## config.mk

```make
export PLATFORM = sky130hd
export DESIGN_NAME = seq_serializer
export DESIGN_NICKNAME = d
export VERILOG_FILES = /design/src/rtl/seq_serializer.sv
export SDC_FILE = /design/constraint.sdc
export NUM_CORES = 1
export LEC_CHECK = 0
export ABC_AREA = 1
export ABC_CLOCK_PERIOD_IN_PS = 1900
export BUFFER_PORTS_ARGS = -buffer_cell sky130_fd_sc_hd__buf_2
export CAP_MARGIN = 25
export CORE_AREA = 2 2 72 74
export CTS_CLUSTER_SIZE = 8
export DETAILED_ROUTE_END_ITERATION = 10
export DIE_AREA = 0 0 74 76
export GPL_ROUTABILITY_DRIVEN = 0
export PLACE_DENSITY = 0.46
export SLEW_MARGIN = 10
export SYNTH_ARGS = -nofsm -noshare
export SYNTH_HDL_FRONTEND = slang
export SYNTH_SLANG_ARGS = --single-unit
```

## constraint.sdc

```tcl
create_clock -name clock -period 1.9 [get_ports clock]
set_input_delay 0.095 -clock clock [delete_from_list [all_inputs] [get_ports clock]]
set_output_delay 0.095 -clock clock [all_outputs]
set_load 0.05 [all_outputs]
```

## src/rtl/seq_serializer.sv

```systemverilog
// Parallel-in/serial-out stage feeding the sequence detector: one-entry holding
// register behind a valid/ready handshake, then a shifter that streams words gap-free.
module seq_serializer #(
  parameter int unsigned WIDTH     = 8,
  parameter bit          MSB_FIRST = 1'b1
) (
  input  logic             clock,
  input  logic             reset,
  input  logic [WIDTH-1:0] din,
  input  logic             din_valid,
  output logic             din_ready,
  output logic             ser_out,
  output logic             ser_valid,
  output logic             word_done,
  output logic             busy
);

  localparam int unsigned CNT_W = (WIDTH > 1) ? $clog2(WIDTH) : 1;
  localparam logic [CNT_W-1:0] LAST = CNT_W'(WIDTH - 1);

  typedef enum logic {IDLE, SHIFT} state_t;

  state_t           state_q, state_n;
  logic [WIDTH-1:0] shreg_q, shreg_n;
  logic [WIDTH-1:0] hold_q, hold_n;
  logic             hold_full_q, hold_full_n;
  logic [CNT_W-1:0] cnt_q, cnt_n;
  logic [WIDTH-1:0] shifted;
  logic             accept;
  logic             head_n;

  // Holding register is the only acceptance point; it is never open during reset.
  assign din_ready = reset && !hold_full_q;
  assign accept    = din_valid && din_ready;

  assign shifted = MSB_FIRST ? {shreg_q[WIDTH-2:0], 1'b0} : {1'b0, shreg_q[WIDTH-1:1]};
  assign head_n  = MSB_FIRST ? shreg_n[WIDTH-1] : shreg_n[0];

  // Next-state: hold->shift transfer, bit shifting, and word capture.
  always_comb begin
    state_n     = state_q;
    shreg_n     = shreg_q;
    hold_n      = hold_q;
    hold_full_n = hold_full_q;
    cnt_n       = cnt_q;

    unique case (state_q)
      IDLE: begin
        if (hold_full_q) begin
          shreg_n     = hold_q;
          hold_full_n = 1'b0;
          cnt_n       = '0;
          state_n     = SHIFT;
        end
      end
      SHIFT: begin
        if (cnt_q == LAST) begin
          // Reload on the last-bit edge so consecutive words abut.
          if (hold_full_q) begin
            shreg_n     = hold_q;
            hold_full_n = 1'b0;
          end else begin
            shreg_n = shifted;
            state_n = IDLE;
          end
          cnt_n = '0;
        end else begin
          shreg_n = shifted;
          cnt_n   = CNT_W'(cnt_q + 1'b1);
        end
      end
    endcase

    // Accept and unload are mutually exclusive: accept needs hold empty, unload needs it full.
    if (accept) begin
      hold_n      = din;
      hold_full_n = 1'b1;
    end
  end

  // State and outputs registered together; outputs mirror the next registered state.
  always_ff @(posedge clock or negedge reset) begin
    if (!reset) begin
      state_q     <= IDLE;
      shreg_q     <= '0;
      hold_q      <= '0;
      hold_full_q <= 1'b0;
      cnt_q       <= '0;
      ser_out     <= 1'b0;
      ser_valid   <= 1'b0;
      word_done   <= 1'b0;
      busy        <= 1'b0;
    end else begin
      state_q     <= state_n;
      shreg_q     <= shreg_n;
      hold_q      <= hold_n;
      hold_full_q <= hold_full_n;
      cnt_q       <= cnt_n;
      ser_valid   <= (state_n == SHIFT);
      ser_out     <= (state_n == SHIFT) && head_n;
      word_done   <= (state_n == SHIFT) && (cnt_n == LAST);
      busy        <= (state_n == SHIFT) || hold_full_n;
    end
  end

endmodule

```

==> run_results.csv <==
group,metric,value,unit
timing,fin_ws,0.3655,ns
global_routing,grt_busiest_layer,"met1",
global_routing,use_met1,14.30,%
timing,slew_headroom,62.34,%
critical_path,cp_max_fo,12,
clock_network,clock-sinks,24,
global_routing,grt-ovfl-total,0,
timing,fmax,0.6517,GHz
route,num_vias,898,
pwr,power.density,1677,nW/um^2
finish,nNetsFinal,171,
synthesis,yosys-top-cells-area,"dfrtp_1 (52%), nand2_1 (21%), nand3_1 (9.9%), nand2_2 (2.7%), inv_1 (2.3%)",
floorplanning,io_pins,16,
synthesis,ys_seq_area_share,51.84,%
critical_path,reg2reg_depth,7,
synthesis,synth_edf_count,0,
global_routing,grt_use_met3,0.9259,%
clock_network,cts_setup_buffers,0,
global_routing,grt_pass1_vias,868,
min_path,hold_path.class,"in2reg",
global_routing,grt_pass1_wl,4236,um
synthesis,synth_cells,141,
synthesis,syn_area_per_cell,8.217,um^2
global_routing,grt_antenna_before_repair,0,
floorplanning,dieArea,5624,um^2
route,drt_iter0_markers,25,
synthesis,synth_area_leader_cell,"dfrtp_1",
global_routing,grt_start_max_net_pins,25,
route,via_per_inst,3.956,
finish,diodes,0,
min_path,min_path_cells,3,
critical_path,cpMaxStageDelayCell,"dfrtp_1",
timing,fin_crit,1.534,ns
route,finalWirelength,2373,um
timing,rsz0062_at_grt,"false",
synthesis,syn_nets,154,
critical_path,cp_cell_sequence,"nor2_8, buf_2",
synthesis,netlist_top_cells_count,"nand2_1 (65), dfrtp_1 (24), nand3_1 (23)",
placement,pre_cts_ws,0.3737,ns
synthesis,yosys.cell_types.count,19,
global_routing,grt_util_all_layers,9.675,%
critical_path,crit_required,1.80,ns
clock_network,cts_root_buf,"clkbuf_8",
timing,worst_pin_slew,0.5649,ns
pwr,ir_drop,410.5,uV
finish,drive_gt1_share,20.38,%
clock_network,clk_transition_reported_paths,0.08,ns
critical_path,cp.arrival,1.44,ns
clock_network,clockBufferDepth,2,
floorplanning,die_h,76,um
critical_path,max_stage_delay,0.59,ns
route,antenna_left,0,
timing,min_period_over_period,80.76,%
clock_network,cts_buffers,3,
synthesis,ys_async_sr_fraction,100.0,%
timing,fin_setup_tns,0,ns
critical_path,end_kind,"output port",
global_routing,gr-usage-met2,13.57,%
floorplanning,core_area,4912,um^2
route,firstDrtPassIters,4,
timing,hold_viol_final,0,
timing,drv_slew,0,
placement,hpwl,1755,um
synthesis,yosys_warnings,0,
floorplanning,start_util,23.59,%
finish,synthToLayoutAreaGrowth,17.17,%
pwr,leakagePower,0.0007053,uW
synthesis,synth_ff_type,"dfrtp_1",
critical_path,critPathLaunchType,"flip-flop",
status,status,"finished, final reports clean",
synthesis,synth-seq-cells,24,
critical_path,cp.depth,2,
timing,fin_skew,0.003110,ns
floorplanning,die_width,74,um
route,avgRoutedWirePerCell,10.45,um
synthesis,synthesis.area,1159,um^2
clock_network,cts_tree,"built",
route,drc_errors,0,
clock_network,clk-insertion-delay-late,0.27,ns
synthesis,yosysMostFrequentCell,"nand2_1",
floorplanning,rows,26,
critical_path,path_buf_inv,1,
synthesis,synth_top_area_share,51.84,%
critical_path,crit_family,"flip-flops",
flow_run,drv_cap,0,
placement,portBuffers,15,
clock_network,cts.htree.levels,1,
critical_path,crit_type,"reg2out",
timing,setup_violations,0,
-- placed cells by master (no fill, tap or decap), types with 2 or more instances in the layout --
cell	netlist	routed
inv_1	7	7
dfrtp_1	24	24
nand3_1	23	23
ha_1	2	2
clkbuf_8	0	4
nand2_1	65	65
buf_4	1	2
buf_2	2	15
nand2_2	5	5
-- per-stage QoR --
step                      hold WS [ns]  util [%]  power, uW  area (um^2)  std cells
after floorplan                -0.2006         -       1749         1159        141
after global placement          0.1278     26.31       1969         1292        222
after detailed placement        0.1297     26.31       1959         1292        222
after CTS                      0.04557     27.64       2322         1358        227
after global routing           0.05405     27.64       2510         1358        227
final                          0.05240     27.64       2276         1358        227
-- report_power, final --
group	internal [uW]	switching [uW]	total, uW	leakage, uW
Clock	185	163	349	0.0000288
Sequential	749	225	975	0.000292
Combinational	330	623	953	0.000384
-- worst min-delay path, stage by stage --
cell and delay [ns]:
buf_2 0.07, nand3_1 0.06, nand2_1 0.06
-- final timing paths --
kind,to,slack (ns),from
worst max-delay path,din_ready,0.37,hold_full_q$_DFF_PN0_
worst min-delay path,hold_q[1]$_DFFE_PN0P_,0.05,din[1]
worst max register to register,ser_out$_DFF_PN0_,0.37,cnt_q[0]$_DFF_PN0_
worst min register to register,shreg_q[1]$_DFFE_PN0P_,0.48,shreg_q[1]$_DFFE_PN0P_
max in group asynchronous,hold_q[4]$_DFFE_PN0P_,1.31,reset
min in group asynchronous,cnt_q[2]$_DFF_PN0_,0.36,reset
-- registers in the layout (all words and copies together), names as in the netlist --
name and count:
hold_q 8, shreg_q 8, cnt_q 3, busy 1, hold_full_q 1, ser_out 1
state_q 1, word_done 1
-- repair_timing --
action	4_1_cts	5_1_grt
hold endpoints to repair	24	0
hold buffers	1	0
endpoints found under the setup margin	0	0
gates resized for setup	0	0
-- kinds of logic after synthesis --
| family | Yosys count | synth area share [%] |
|---|---|---|
| buffers and inverters | 14 | 6.371 |
| adders and majority gates | 2 | 2.159 |
| and+or+nand+nor | 97 | 37.26 |
| DFF | 24 | 51.84 |
| AOI/OAI and AO/OA | 4 | 2.375 |
-- routing by layer --
layer / vias to the layer above / wire (um)
li1: 474 / -
met1: 407 / 1203
met2: 12 / 1058
met3: 5 / 44
met4: 0 / 66
met5: - / 0
-- area by class of cell --
cell class | instances | area, um^2
inverter | 8 | 30.03
fill | 534 | 3555
clock buffer | 4 | 55.05
tap | 70 | 87.58
multi-input combinational | 103 | 484.2
timing repair buffer | 18 | 100.1
sequential | 24 | 600.6
Power figures use the tool's default switching activity.
